## config.mk

```make
export PLATFORM = sky130hd
export DESIGN_NAME = buzzer_sequencer
export DESIGN_NICKNAME = d
export VERILOG_FILES = /design/src/rtl/buzzer_sequencer.sv
export SDC_FILE = /design/constraint.sdc
export NUM_CORES = 1
export LEC_CHECK = 0
export CAP_MARGIN = 20
export CORE_UTILIZATION = 57
export DETAILED_ROUTE_END_ITERATION = 6
export PLACE_DENSITY = 0.78
export SLEW_MARGIN = 40
export SYNTH_ARGS = -nofsm -noshare
export SYNTH_HDL_FRONTEND = slang
export SYNTH_SLANG_ARGS = --single-unit
```

## constraint.sdc

```tcl
create_clock -name clk -period 2.99 [get_ports clk]
set_input_delay 0.598 -clock clk [delete_from_list [all_inputs] [get_ports clk]]
set_output_delay 0.598 -clock clk [all_outputs]
set_load 0.02 [all_outputs]
```

## src/rtl/buzzer_sequencer.sv

```systemverilog
`default_nettype none
// ============================================================================
// Module   : buzzer_sequencer
// Purpose  : Fixed-priority arbiter and tone sequencer for the single board
//            buzzer. Three event classes (place, error, win) each hold a
//            one-deep pending flag. One sound plays at a time and is followed
//            by a silent gap. Tone and duration are timed by 2 kHz and 100 Hz
//            tick enables.
// Ports    : clk, rst_n      - clock, asynchronous active-low reset
//            enable          - power switch; low mutes and flushes everything
//            tick_2k         - 2 kHz one-clock tick (tone timing)
//            tick_100hz      - 100 Hz one-clock tick (duration timing)
//            req_place/error/win - one-clock request pulses
//            buzzer_out      - square wave to the buzzer pin
//            busy            - high while a sound or its gap is in progress
//            playing         - class playing: 0 none, 1 place, 2 error, 3 win
//            done            - one-clock pulse when a sound ends normally
// Options  : BUZZER_PREEMPT_EN - when defined, a pending higher class cuts off
//            the sound currently playing.
// Revision : 1.0 - initial release
// ============================================================================
module buzzer_sequencer #(
    parameter int HI_HALF      = 1,
    parameter int LO_HALF      = 2,
    parameter int PLACE_LEN    = 10,
    parameter int ERR_LEN      = 30,
    parameter int WIN_NOTE_LEN = 15,
    parameter int WIN_NOTES    = 4,
    parameter int GAP_LEN      = 5
) (
    input  logic       clk,
    input  logic       rst_n,
    input  logic       enable,
    input  logic       tick_2k,
    input  logic       tick_100hz,
    input  logic       req_place,
    input  logic       req_error,
    input  logic       req_win,
    output logic       buzzer_out,
    output logic       busy,
    output logic [1:0] playing,
    output logic       done
);

    typedef enum logic [1:0] {
        S_IDLE = 2'd0,
        S_PLAY = 2'd1,
        S_GAP  = 2'd2
    } state_t;

    localparam logic [1:0] C_NONE  = 2'd0;
    localparam logic [1:0] C_PLACE = 2'd1;
    localparam logic [1:0] C_ERROR = 2'd2;
    localparam logic [1:0] C_WIN   = 2'd3;

    localparam logic [3:0] C_HI_LAST    = 4'(HI_HALF - 1);
    localparam logic [3:0] C_LO_LAST    = 4'(LO_HALF - 1);
    localparam logic [7:0] C_PLACE_LAST = 8'(PLACE_LEN - 1);
    localparam logic [7:0] C_ERR_LAST   = 8'(ERR_LEN - 1);
    localparam logic [7:0] C_NOTE_LAST  = 8'(WIN_NOTE_LEN - 1);
    localparam logic [7:0] C_GAP_LAST   = 8'(GAP_LEN - 1);
    localparam logic [2:0] C_NOTES_LAST = 3'(WIN_NOTES - 1);

    state_t     state_q, state_d;
    logic [2:0] pend_q, pend_d;     // [0] place, [1] error, [2] win
    logic [1:0] cls_q, cls_d;
    logic [3:0] tone_q, tone_d;
    logic [7:0] dur_q, dur_d;       // note/sound length, reused as gap length
    logic [2:0] note_q, note_d;
    logic       buzz_q, buzz_d;
    logic       done_q, done_d;

    logic [2:0] w_req;
    logic [1:0] w_top;
    logic [2:0] w_top_mask;
    logic       w_hi_pitch;
    logic [3:0] w_half_last;
    logic [7:0] w_len_last;
    logic       w_preempt;

    // Highest pending class, pitch and length of what is playing now.
    always_comb begin
        w_req = {req_win, req_error, req_place};

        if (pend_q[2])      w_top = C_WIN;
        else if (pend_q[1]) w_top = C_ERROR;
        else if (pend_q[0]) w_top = C_PLACE;
        else                w_top = C_NONE;

        w_top_mask = 3'b000;
        if (w_top != C_NONE) w_top_mask = 3'b001 << (w_top - 2'd1);

        case (cls_q)
            C_PLACE: w_hi_pitch = 1'b1;
            C_ERROR: w_hi_pitch = 1'b0;
            default: w_hi_pitch = ~note_q[0];   // win alternates hi/lo by note
        endcase
        w_half_last = w_hi_pitch ? C_HI_LAST : C_LO_LAST;

        case (cls_q)
            C_PLACE: w_len_last = C_PLACE_LAST;
            C_ERROR: w_len_last = C_ERR_LAST;
            default: w_len_last = C_NOTE_LAST;
        endcase

`ifdef BUZZER_PREEMPT_EN
        w_preempt = (w_top > cls_q);
`else
        w_preempt = 1'b0;
`endif
    end

    always_comb begin
        state_d = state_q;
        pend_d  = pend_q;
        cls_d   = cls_q;
        tone_d  = tone_q;
        dur_d   = dur_q;
        note_d  = note_q;
        buzz_d  = buzz_q;
        done_d  = 1'b0;

        if (!enable) begin
            // Power off: flush everything, requests ignored.
            state_d = S_IDLE;
            pend_d  = 3'b000;
            cls_d   = C_NONE;
            tone_d  = 4'd0;
            dur_d   = 8'd0;
            note_d  = 3'd0;
            buzz_d  = 1'b0;
        end else begin
            case (state_q)
                S_IDLE: begin
                    if (w_top != C_NONE) begin
                        state_d = S_PLAY;
                        cls_d   = w_top;
                        pend_d  = pend_q & ~w_top_mask;
                        tone_d  = 4'd0;
                        dur_d   = 8'd0;
                        note_d  = 3'd0;
                        buzz_d  = 1'b0;
                    end
                end
                S_PLAY: begin
                    if (w_preempt) begin
                        // Drop the current sound and start the higher one cleanly.
                        cls_d  = w_top;
                        pend_d = pend_q & ~w_top_mask;
                        tone_d = 4'd0;
                        dur_d  = 8'd0;
                        note_d = 3'd0;
                        buzz_d = 1'b0;
                    end else begin
                        if (tick_2k) begin
                            if (tone_q == w_half_last) begin
                                buzz_d = ~buzz_q;
                                tone_d = 4'd0;
                            end else begin
                                tone_d = tone_q + 4'd1;
                            end
                        end
                        if (tick_100hz) begin
                            if (dur_q == w_len_last) begin
                                if (cls_q == C_WIN && note_q != C_NOTES_LAST) begin
                                    // Next note: restart the tone phase at the new
                                    // pitch, keeping the pin level continuous.
                                    note_d = note_q + 3'd1;
                                    dur_d  = 8'd0;
                                    tone_d = 4'd0;
                                    buzz_d = buzz_q;
                                end else begin
                                    state_d = S_GAP;
                                    done_d  = 1'b1;
                                    buzz_d  = 1'b0;
                                    cls_d   = C_NONE;
                                    tone_d  = 4'd0;
                                    dur_d   = 8'd0;
                                    note_d  = 3'd0;
                                end
                            end else begin
                                dur_d = dur_q + 8'd1;
                            end
                        end
                    end
                end
                S_GAP: begin
                    if (tick_100hz) begin
                        if (dur_q == C_GAP_LAST) begin
                            state_d = S_IDLE;
                            dur_d   = 8'd0;
                        end else begin
                            dur_d = dur_q + 8'd1;
                        end
                    end
                end
                default: state_d = S_IDLE;
            endcase
            // A request in the grant cycle re-arms its flag for a later replay.
            pend_d = pend_d | w_req;
        end
    end

    always_ff @(posedge clk or negedge rst_n) begin
        if (!rst_n) begin
            state_q <= S_IDLE;
            pend_q  <= 3'b000;
            cls_q   <= C_NONE;
            tone_q  <= 4'd0;
            dur_q   <= 8'd0;
            note_q  <= 3'd0;
            buzz_q  <= 1'b0;
            done_q  <= 1'b0;
        end else begin
            state_q <= state_d;
            pend_q  <= pend_d;
            cls_q   <= cls_d;
            tone_q  <= tone_d;
            dur_q   <= dur_d;
            note_q  <= note_d;
            buzz_q  <= buzz_d;
            done_q  <= done_d;
        end
    end

    // In IDLE the class about to be granted is shown in the grant cycle itself.
    always_comb begin
        case (state_q)
            S_IDLE:  playing = enable ? w_top : C_NONE;
            S_PLAY:  playing = cls_q;
            default: playing = C_NONE;
        endcase
    end

    assign buzzer_out = buzz_q;
    assign busy       = (state_q == S_PLAY) || (state_q == S_GAP);
    assign done       = done_q;

endmodule
`default_nettype wire

```

==> run summary <==
outcome -> complete, no violations
worst relative slew slack -> 50.7%
vias in the first global route -> 1,258
largest net degree at the start of global routing -> 25
hold_buf cts -> 0
initial antenna violation count -> 0
wire length on met2 -> 1.66 mm
total negative slack -> 0 ps
Die W -> 54.9 µm
Final Util -> 68.9%
minimum clock period -> 2800 ps
initial drt markers -> 39
CORE AREA -> 0.00257 mm²
Max Transition Viols Final -> 0
Least-Margin Pin Slew -> 737 ps
Unique masters post-synth -> 43
Routed WL per cell -> 14.6 µm
Clk Latency, worst-skew pair -> 300 ps
syn_nets -> 204
Antenna diodes -> 0
H-tree depth reported by CTS -> 1
Synth warnings -> 0
Die Height -> 54.9 µm
average size of a mapped cell -> 8.72 µm²
fraction of layout cells with a size suffix above 1 -> 5.15%
total grt overflow -> 0
Hold Crit Class -> reg2reg
Critical Path RT -> 2390 ps
Max Cap Viol -> 0
setup violators final -> 0
synthesis-to-finish area growth -> 10.9%
Post-synth EDFFs -> 0
Power per Cell Area -> 530 mW/mm²
starting density of the core -> 62.1%
post-synthesis sequential area ratio -> 37.6%
static leakage -> 0.772 nW
most common flop cell mapped by yosys -> dfrtp_1
Fin. Hold Viols -> 0
DR vias -> 1,371
TritonCTS clock tree -> yes
Placer Congestion -> 0.853
Final Skew -> 1.40 ps
first-pass GRT wire length -> 5.29 mm
all-layer global routing usage -> 24.4%
routed length on met3 -> 102 µm
top sig layer -> met4
clk sinks -> 24
total CTS buffers -> 3
Post-synth top cells -> nand2_1 (26), dfrtp_1 (24), ha_1 (13)
antenna-violating nets left -> 0
IO buf count -> 12
main area contributors after synthesis -> dfrtp_1 (38%), ha_1 (10%), nand2_1 (6.1%), nor3_1 (3.8%), o211ai_1 (3.3%)
drt pass-1 iters -> 4
post_cts resized -> 0
VDD IR max -> 0.461 mV
kind of end point of the critical path -> output port
Residual DRC -> 0
Synth Register Bits -> 24
overall power -> 0.938 mW
Setup Buffers After CTS -> 0
final wirelength -> 3.26 mm
crit path launch type -> flip-flop
fin crit share -> 93.6%
WP data arrival -> 2200 ps
share of flip-flops with an asynchronous set or reset -> 100%
Gate Count Post-Synth -> 183
share of the synthesized area in the top cell type -> 37.6%
RSZ-0062 raised after global routing -> no
Mapped Area -> 0.00160 mm²
count leader, synth -> nand2_1
clk slew on worst S/H paths -> 120 ps
critical setup path kind -> reg2out
Longest Clk Path Bufs -> 2
row cnt -> 18
met1 wire length -> 1.49 mm
dpl hpwl -> 2.48 mm
drt via density -> 6.12
Final nets -> 217
die area -> 0.00301 mm²
largest fanout on the critical path -> 8
Max Freq -> 357 MHz
Synth area leader -> dfrtp_1
Root Driver -> clkbuf_4
I/O Pins -> 13
power by group:
group	switching (mW)	internal [mW]	total, mW	leakage, nW
sequential	0.0375	0.353	0.390	0.328
combinational	0.245	0.165	0.410	0.430
clock	0.0914	0.0470	0.138	0.0138
layout make-up:
cell class | count | area [µm²]
multi-input combinational | 143 | 932
clock buffer | 3 | 22.5
inverter | 9 | 33.8
sequential | 24 | 601
fill | 216 | 798
timing repair buffer | 15 | 143
tap | 30 | 37.5
state kept, by name, indices dropped and copies added (netlist names):
| signal | cells |
|---|---|
| tone_q | 4 |
| dur_q | 8 |
| done | 1 |
| pend_q | 3 |
| note_q | 3 |
| buzzer_out | 1 |
| state_q | 2 |
| cls_q | 2 |
path summary, 6_finish.rpt:
check                                        from                     end  slack [ps]  cells after the start
min                         note_q[2]$_DFFE_PN0P_   note_q[2]$_DFFE_PN0P_         520                      1
min reg2reg                 note_q[2]$_DFFE_PN0P_   note_q[2]$_DFFE_PN0P_         520                      1
max                        state_q[0]$_DFFE_PN0P_              playing[0]         190                      6
max reg2reg                  cls_q[0]$_DFFE_PN0P_    dur_q[5]$_DFFE_PN0P_         540                      7
max in group asynchronous                   rst_n  state_q[0]$_DFFE_PN0P_        2110                      2
min in group asynchronous                   rst_n   note_q[1]$_DFFE_PN0P_         650                      2
cell families (layout without fill, tap and decap cells):
group | Yosys count | in the layout | share of synthesized area, %
mux | 3 | 3 | 1.96
xor+xnor | 3 | 3 | 1.65
compound gates | 45 | 45 | 19.6
fa+ha+maj | 13 | 13 | 10.2
flops | 24 | 24 | 37.6
simple gates | 79 | 79 | 25.0
buf+inv | 16 | 27 | 3.92
layer usage:
metal  vias to the layer above  GRT usage [%]
li1                        678              -
met1                       658           30.1
met2                        33           45.0
met3                         2           2.46
met4                         0           6.25
met5                         -              0
worst max-delay path: stages (launching register included):
cell	delay, ps
dfrtp_1	410
inv_1	120
ha_1	330
and2_1	220
o21ai_0	130
nand2_1	90
clkdlybuf4s50_1	600
placed cells by master (no fill, tap or decap), drive strengths merged, types with 2 or more instances in the layout:
cell type	Yosys	layout
nand2	26	26
dfrtp	24	24
ha	13	13
nor3	12	12
clkdlybuf4s50	0	12
o21ai	11	11
inv	9	9
nor2	9	9
a21oi	8	8
o211ai	7	7
nand3	6	6
nor2b	5	5
and2	4	4
and3	4	4
o21a	3	3
nand4	3	3
clkbuf	4	3
buf	3	3
nand2b	2	2
nand3b	2	2
or3b	2	2
xnor2	2	2
a31oi	2	2
a22o	2	2
o2bb2ai	2	2
mux2i	2	2
a211oi	2	2
stage by stage:
step | area, µm² | instances | setup WS [ps] | hold slack, ps
floorplan | 1600 | 183 | 836 | 302
global placement | 1750 | 221 | 281 | 489
detailed placement | 1750 | 221 | 224 | 495
CTS | 1770 | 224 | 202 | 525
global route | 1770 | 224 | 68.5 | 542
finish | 1770 | 224 | 191 | 516
Power figures use the tool's default switching activity.
